$ cat config.mk
export PLATFORM = sky130hd
export DESIGN_NAME = matrix_stream_engine_flat
export DESIGN_NICKNAME = d
export VERILOG_FILES = /design/src/rtl/matrix_pkg.sv /design/src/rtl/matrix_stream_engine_if.sv /design/src/rtl/mac_unit.sv /design/src/rtl/matrix_stream_engine.sv /design/src/flat_wrapper.sv
export SDC_FILE = /design/constraint.sdc
export NUM_CORES = 1
export LEC_CHECK = 0
export CORE_MARGIN = 2
export CORE_UTILIZATION = 30
export CTS_BUF_LIST = sky130_fd_sc_hd__clkbuf_8 sky130_fd_sc_hd__clkbuf_16
export DETAILED_ROUTE_END_ITERATION = 6
export SYNTH_ARGS = -nofsm -noshare
export SYNTH_HDL_FRONTEND = slang
export SYNTH_SLANG_ARGS = --single-unit
$ cat constraint.sdc
create_clock -name clk -period 8.6 [get_ports clk]
set_input_delay 0.86 -clock clk [delete_from_list [all_inputs] [get_ports clk]]
set_output_delay 0.86 -clock clk [all_outputs]
set_load 0.01 [all_outputs]
$ cat src/rtl/matrix_pkg.sv
// rtl/matrix_pkg.sv - shared encodings and sizing helpers for the matrix stream engine
package matrix_pkg;

    localparam logic [2:0] ST_IDLE    = 3'd0;
    localparam logic [2:0] ST_LOAD_A  = 3'd1;
    localparam logic [2:0] ST_LOAD_B  = 3'd2;
    localparam logic [2:0] ST_COMPUTE = 3'd3;
    localparam logic [2:0] ST_SEND    = 3'd4;

    localparam int MAX_N_MIN = 2;
    localparam int MAX_N_MAX = 8;

    // Per-byte transmit handshake: request, wait for busy to rise, wait for it to fall
    typedef enum logic [1:0] {
        TX_ISSUE = 2'd0,
        TX_RISE  = 2'd1,
        TX_FALL  = 2'd2
    } tx_phase_e;

    function automatic int result_bytes(input int acc_w);
        return acc_w / 8;
    endfunction

endpackage

$ cat src/rtl/matrix_stream_engine_if.sv
// rtl/matrix_stream_engine_if.sv - byte receive and UART transmit handshake bundle
interface matrix_stream_engine_if;

    logic [7:0] rx_data;
    logic       rx_valid;
    logic       tx_busy;
    logic [7:0] tx_data;
    logic       tx_start;

    modport master (
        output rx_data,
        output rx_valid,
        output tx_busy,
        input  tx_data,
        input  tx_start
    );

    modport slave (
        input  rx_data,
        input  rx_valid,
        input  tx_busy,
        output tx_data,
        output tx_start
    );

endinterface

$ cat src/rtl/mac_unit.sv
// rtl/mac_unit.sv - byte multiply-accumulate with a wrapping ACC_W accumulator
module mac_unit #(
    parameter int ACC_W  = 24,
    parameter bit SIGNED = 1'b0
) (
    input  logic             clk,
    input  logic             rst,
    input  logic             clr,
    input  logic             en,
    input  logic [7:0]       a,
    input  logic [7:0]       b,
    output logic [ACC_W-1:0] acc
);

    logic [15:0]      a_ext;
    logic [15:0]      b_ext;
    logic [15:0]      prod;
    logic [ACC_W-1:0] prod_ext;
    logic [ACC_W-1:0] acc_q;
    logic [ACC_W-1:0] acc_d;

    // The low 16 bits of a 16x16 product equal the signed 8x8 product once
    // both operands are sign-extended, so one multiplier covers both modes.
    assign a_ext    = SIGNED ? {{8{a[7]}}, a} : {8'h00, a};
    assign b_ext    = SIGNED ? {{8{b[7]}}, b} : {8'h00, b};
    assign prod     = a_ext * b_ext;
    assign prod_ext = SIGNED ? {{(ACC_W-16){prod[15]}}, prod}
                             : {{(ACC_W-16){1'b0}}, prod};

    always_comb begin
        acc_d = acc_q;
        if (en) begin
            acc_d = clr ? prod_ext : acc_q + prod_ext;
        end
    end

    always_ff @(posedge clk or negedge rst) begin
        if (!rst) begin
            acc_q <= '0;
        end else begin
            acc_q <= acc_d;
        end
    end

    assign acc = acc_q;

endmodule

$ cat src/rtl/matrix_stream_engine.sv
// rtl/matrix_stream_engine.sv - receives N, A and B over a byte stream, multiplies, streams C out
module matrix_stream_engine
    import matrix_pkg::*;
#(
    parameter int MAX_N  = 4,
    parameter int ACC_W  = 24,
    parameter bit SIGNED = 1'b0
) (
    input  logic                 clk,
    input  logic                 rst,
    matrix_stream_engine_if.slave bus,
    output logic                 busy,
    output logic [2:0]           current_state,
    output logic [3:0]           matrix_size,
    output logic                 err
);

    localparam int         IW        = (MAX_N > 1) ? $clog2(MAX_N) : 1;
    localparam int         KW        = $clog2(MAX_N + 1);
    localparam int         NB        = result_bytes(ACC_W);
    localparam logic [7:0] LAST_BYTE = 8'(NB - 1);
    localparam logic [7:0] MAX_HDR   = 8'(MAX_N);

    logic [2:0]       state_q, state_d;
    logic [3:0]       size_q, size_d;
    logic [IW-1:0]    row_q, row_d;
    logic [IW-1:0]    col_q, col_d;
    logic [KW-1:0]    k_q, k_d;
    logic [7:0]       byte_q, byte_d;
    tx_phase_e        phase_q, phase_d;
    logic [7:0]       tx_data_q, tx_data_d;
    logic             tx_start_q, tx_start_d;
    logic             err_q, err_d;
    logic             busy_q, busy_d;

    logic [7:0]       a_mem [MAX_N][MAX_N];
    logic [7:0]       b_mem [MAX_N][MAX_N];
    logic [ACC_W-1:0] c_mem [MAX_N][MAX_N];

    logic             a_we, b_we, c_we;
    logic [IW-1:0]    n_last;
    logic [KW-1:0]    k_end;
    logic [IW-1:0]    k_idx;
    logic             row_last, col_last, pos_last;
    logic [IW-1:0]    row_nx, col_nx;
    logic             hdr_ok;
    logic             mac_en, mac_clr;
    logic [ACC_W-1:0] acc;
    logic [ACC_W-1:0] c_cur;

    assign n_last   = IW'(size_q - 4'd1);
    assign k_end    = KW'(size_q);
    assign k_idx    = k_q[IW-1:0];
    assign row_last = (row_q == n_last);
    assign col_last = (col_q == n_last);
    assign pos_last = row_last && col_last;
    assign hdr_ok   = (bus.rx_data != 8'd0) && (bus.rx_data <= MAX_HDR);
    assign c_cur    = c_mem[row_q][col_q];

    // Row-major walk over the active N x N region, shared by load, compute and send
    always_comb begin
        col_nx = col_last ? '0 : col_q + 1'b1;
        row_nx = row_q;
        if (col_last) begin
            row_nx = row_last ? '0 : row_q + 1'b1;
        end
    end

    // k runs 0..N-1 for the MACs; k == N is the write-back cycle for C[i][j]
    assign mac_en  = (state_q == ST_COMPUTE) && (k_q != k_end);
    assign mac_clr = (k_q == '0);

    mac_unit #(
        .ACC_W  (ACC_W),
        .SIGNED (SIGNED)
    ) u_mac (
        .clk (clk),
        .rst (rst),
        .clr (mac_clr),
        .en  (mac_en),
        .a   (a_mem[row_q][k_idx]),
        .b   (b_mem[k_idx][col_q]),
        .acc (acc)
    );

    always_comb begin
        state_d    = state_q;
        size_d     = size_q;
        row_d      = row_q;
        col_d      = col_q;
        k_d        = k_q;
        byte_d     = byte_q;
        phase_d    = phase_q;
        tx_data_d  = tx_data_q;
        tx_start_d = 1'b0;
        err_d      = 1'b0;
        a_we       = 1'b0;
        b_we       = 1'b0;
        c_we       = 1'b0;

        case (state_q)
            ST_IDLE: begin
                if (bus.rx_valid) begin
                    if (hdr_ok) begin
                        size_d  = bus.rx_data[3:0];
                        row_d   = '0;
                        col_d   = '0;
                        state_d = ST_LOAD_A;
                    end else begin
                        err_d = 1'b1;
                    end
                end
            end

            ST_LOAD_A, ST_LOAD_B: begin
                if (bus.rx_valid) begin
                    a_we  = (state_q == ST_LOAD_A);
                    b_we  = (state_q == ST_LOAD_B);
                    row_d = row_nx;
                    col_d = col_nx;
                    if (pos_last) begin
                        k_d     = '0;
                        state_d = (state_q == ST_LOAD_A) ? ST_LOAD_B : ST_COMPUTE;
                    end
                end
            end

            ST_COMPUTE: begin
                if (k_q == k_end) begin
                    c_we  = 1'b1;
                    k_d   = '0;
                    row_d = row_nx;
                    col_d = col_nx;
                    if (pos_last) begin
                        byte_d  = 8'd0;
                        phase_d = TX_ISSUE;
                        state_d = ST_SEND;
                    end
                end else begin
                    k_d = k_q + 1'b1;
                end
            end

            ST_SEND: begin
                case (phase_q)
                    TX_ISSUE: begin
                        if (!bus.tx_busy) begin
                            tx_data_d  = 8'(c_cur >> {byte_q, 3'b000});
                            tx_start_d = 1'b1;
                            phase_d    = TX_RISE;
                        end
                    end
                    TX_RISE: begin
                        if (bus.tx_busy) begin
                            phase_d = TX_FALL;
                        end
                    end
                    TX_FALL: begin
                        if (!bus.tx_busy) begin
                            phase_d = TX_ISSUE;
                            if (byte_q == LAST_BYTE) begin
                                byte_d = 8'd0;
                                row_d  = row_nx;
                                col_d  = col_nx;
                                if (pos_last) begin
                                    state_d = ST_IDLE;
                                end
                            end else begin
                                byte_d = byte_q + 8'd1;
                            end
                        end
                    end
                    default: phase_d = TX_ISSUE;
                endcase
            end

            default: state_d = ST_IDLE;
        endcase

        busy_d = (state_d != ST_IDLE);
    end

    always_ff @(posedge clk or negedge rst) begin
        if (!rst) begin
            state_q    <= ST_IDLE;
            size_q     <= 4'd0;
            row_q      <= '0;
            col_q      <= '0;
            k_q        <= '0;
            byte_q     <= 8'd0;
            phase_q    <= TX_ISSUE;
            tx_data_q  <= 8'd0;
            tx_start_q <= 1'b0;
            err_q      <= 1'b0;
            busy_q     <= 1'b0;
        end else begin
            state_q    <= state_d;
            size_q     <= size_d;
            row_q      <= row_d;
            col_q      <= col_d;
            k_q        <= k_d;
            byte_q     <= byte_d;
            phase_q    <= phase_d;
            tx_data_q  <= tx_data_d;
            tx_start_q <= tx_start_d;
            err_q      <= err_d;
            busy_q     <= busy_d;
        end
    end

    // Matrix storage is deliberately not reset; a new header always reloads it
    always_ff @(posedge clk) begin
        if (a_we) begin
            a_mem[row_q][col_q] <= bus.rx_data;
        end
        if (b_we) begin
            b_mem[row_q][col_q] <= bus.rx_data;
        end
        if (c_we) begin
            c_mem[row_q][col_q] <= acc;
        end
    end

    assign bus.tx_data    = tx_data_q;
    assign bus.tx_start   = tx_start_q;
    assign busy           = busy_q;
    assign current_state  = state_q;
    assign matrix_size    = size_q;
    assign err            = err_q;

endmodule

$ cat src/flat_wrapper.sv
// flat-port wrapper written by rule: the top's interface ports become plain ports
module matrix_stream_engine_flat import matrix_pkg::*;
#(
    parameter int MAX_N  = 4,
    parameter int ACC_W  = 24,
    parameter bit SIGNED = 1'b0
)
  (clk, rst, busy, current_state, matrix_size, err, bus_rx_data, bus_rx_valid, bus_tx_busy, bus_tx_data, bus_tx_start);
  matrix_stream_engine_if bus_i ();
  input  logic clk;
  input  logic rst;
  output logic busy;
  output logic [2:0] current_state;
  output logic [3:0] matrix_size;
  output logic err;
  input wire logic [$bits(bus_i.rx_data)-1:0] bus_rx_data;
  input wire logic [$bits(bus_i.rx_valid)-1:0] bus_rx_valid;
  input wire logic [$bits(bus_i.tx_busy)-1:0] bus_tx_busy;
  output wire logic [$bits(bus_i.tx_data)-1:0] bus_tx_data;
  output wire logic [$bits(bus_i.tx_start)-1:0] bus_tx_start;
  assign bus_i.rx_data = bus_rx_data;
  assign bus_i.rx_valid = bus_rx_valid;
  assign bus_i.tx_busy = bus_tx_busy;
  assign bus_tx_data = bus_i.tx_data;
  assign bus_tx_start = bus_i.tx_start;
  matrix_stream_engine #(.MAX_N(MAX_N), .ACC_W(ACC_W), .SIGNED(SIGNED)) u_core (.clk(clk), .rst(rst), .bus(bus_i), .busy(busy), .current_state(current_state), .matrix_size(matrix_size), .err(err));
endmodule
==> metrics.md <==
| Metric | Value |
|---|---|
| #FFs+latches synth | 699 |
| Chip width | 322 µm |
| Syn avg cell area | 18.6 µm² |
| Worst setup margin | 973 ps |
| Die Height | 322 µm |
| FFs w/ async S/R, synth | 8.44% |
| Minimum clock period | 7630 ps |
| Crit Path Class | reg2reg |
| H-Tree Depth | 3 |
| Clk sink count | 699 |
| Hold-fix buffers at CTS | 0 |
| Warnings, synthesis | 0 |
| Ranking of synthesized cells by area | edfxtp_1 63%, mux4_2 15%, dfrtp_1 4.9% |
| Final core utilization | 34.4% |
| Filler instances | 9,355 |
| Worst flop-to-flop path startpoint | u_core.k_q[0]$_DFFE_PN0P_ |
| Ant diodes | 0 |
| DRC violations left | 0 |
| Status | finished clean |
| Most frequent cells after synthesis | 640 x edfxtp_1, 200 x mux4_2, 66 x ha_1, 64 x nand2_1, 62 x inv_1 |
| Synth Cell Area | 30,400 µm² |
| Grt ovf | 0 |
| M1 GR Usage | 19.3% |
| Syn nets | 1,746 |
| Drt wl/cell | 22.7 µm |
| Core area | 100,000 µm² |
| First-pass GRT wire length | 106,000 µm |
| Num ports | 30 |
| Share of cells above drive strength 1 | 21.4% |
| CTS Buf Count | 71 |
| Hpwl dp | 41,100 µm |
| Synthesis-to-layout area growth | 13.8% |
| Share of the synthesized area in the top cell type | 63.3% |
| Relative slew slack | 26.0% |
| Met3 Resource Use GR | 2.52% |
| CTS clk-pin slew, worst paths | 60 ps |
| Dominant cell type by area after synthesis | edfxtp_1 |
| Antenna violations before repair | 1 |
| CTS tree | done |
| Crit path from | u_core.k_q[0]$_DFFE_PN0P_ |
| Post-CTS Setup Inserts | 0 |
| Worst Path Arrival | 8170 ps |
| Clock root cell | clkbuf_16 |
| Initial core utilization | 30.3% |
| Final ANT Viol Nets | 0 |
| Register area share after synthesis | 68.1% |
| Fmax | 131 MHz |
| Nets | 1,801 |
| Clock buffer depth | 3 |
| Mapped Cells | 1,631 |
| Worst-Skew Late Latency | 620 ps |
| Endpoints failing hold | 0 |
| Die area | 104,000 µm² |
| Buffers on Ports | 29 |
| Measured slew at the worst slew-check pin | 1110 ps |
| Top FF cell, synth | edfxtp_1 |
| Final period util | 88.7% |
| Critical path launch point type | flop |
| M2 GR Usage | 21.7% |
| Global route hottest layer | met2 |
| Std cell rows | 116 |
| Total wire length | 70,300 µm |
| Max Cap Violations | 0 |
| Clock skew | 22.2 ps |
| Gpl congestion | 0.821 |
| RSZ-0062 raised after global routing | no |
| Vias per inst | 4.96 |
| Max-slew violations | 0 |
| Resized Gates After CTS | 0 |
| Total track usage | 13.7% |
| Vias | 15,400 |
| Pre-CTS WS | 930 ps |
| Count leader, synth | edfxtp_1 |
| Pre-antenna DRT Iters | 5 |
| Vias in the first global route | 16,100 |
| Setup TNS | 0 ps |
| Crit. End Element | flop |
| Hold Slack | 410 ps |
| Final setup fails | 0 |
| Hold WC Path Type | in2async |
| Post-synth EDFFs | 640 |
| Largest net degree at the start of global routing | 60 |
| CP Max Fanout | 14 |
| WP data required | 9140 ps |
| DR iter-0 viols | 1,577 |
| Cell variety after synth | 71 |
-- worst max-delay path, cell delays in order, from the launching register on --
cell	delay, ps
dfrtp_2	650
buf_4	360
mux4_2	530
mux4_2	570
and2_1	210
fa_1	530
inv_1	60
fa_1	540
inv_1	50
fa_1	470
inv_1	50
fa_1	470
inv_1	40
ha_1	330
a21oi_1	190
o211ai_1	140
a221oi_1	390
o21ai_0	160
xor2_1	190
ha_1	450
nand3_1	150
o41a_1	440
or4_1	440
a21oi_1	150
-- per-layer routing --
layer / vias to the layer above / wire length (µm)
li1: 6675 / -
met4: 0 / 1690
met1: 8138 / 31700
met5: - / 0
met2: 461 / 33100
met3: 97 / 3870
-- layout by cell type (no fill, tap or decap), types with 34 or more instances in the layout --
cell	count
nor2_1	34
inv_1	68
and2_1	54
nand2_1	64
mux4_2	200
fa_1	37
ha_1	66
and3_1	38
a21oi_1	35
dfrtp_1	55
edfxtp_1	640
clkbuf_16	72
-- layout make-up --
class	instances	area, µm²	area share (%)
multi-input combinational	791	9150	26.5
timing repair buffer	58	505	1.46
sequential	699	20700	59.9
tap	1357	1700	4.91
inverter	65	244	0.706
clock inverter	54	433	1.25
clock buffer	73	1820	5.25
-- flip-flops by register name, indices dropped and copies added, names as in the netlist --
register,flops
u_core.current_state,3
u_core.b_mem,128
u_core.col_q,2
u_core.k_q,3
u_core.c_mem,384
u_core.a_mem,128
u_core.bus.tx_data,8
u_core.u_mac.acc,24
u_core.byte_q,8
u_core.err,1
u_core.bus.tx_start,1
u_core.row_q,2
u_core.matrix_size,4
u_core.busy,1
u_core.phase_q,2
-- through the flow --
stage	area [µm²]	cells
final	34500	3097
after global routing	34500	3097
after CTS	34500	3097
after detailed placement	32300	2970
after global placement	32300	2970
after floorplan	30400	1631
-- kinds of logic after synthesis --
kind of cell	share of synthesized area, %
xor gates and xnor gates	0.923
buffers and inverters	1.94
and+or+nand+nor	5.08
adders and majority gates	5.16
muxes	15.1
DFF	68.1
AOI/OAI and AO/OA	3.68
-- final timing paths --
kind,slack (ps),to,depth (start not counted)
max reg2reg,970,u_core.u_mac.acc[23]$_DFFE_PN0P_,23
min reg2reg,500,u_core.byte_q[7]$_DFFE_PN0P_,1
max,970,u_core.u_mac.acc[23]$_DFFE_PN0P_,23
min,410,u_core.byte_q[0]$_DFFE_PN0P_,1
min in group clk,500,u_core.byte_q[7]$_DFFE_PN0P_,1
max in group asynchronous,7450,u_core.row_q[0]$_DFFE_PN0P_,1
Power is not shown: default switching activity piles up to over one toggle a cycle in this logic, so the estimate is an artifact.
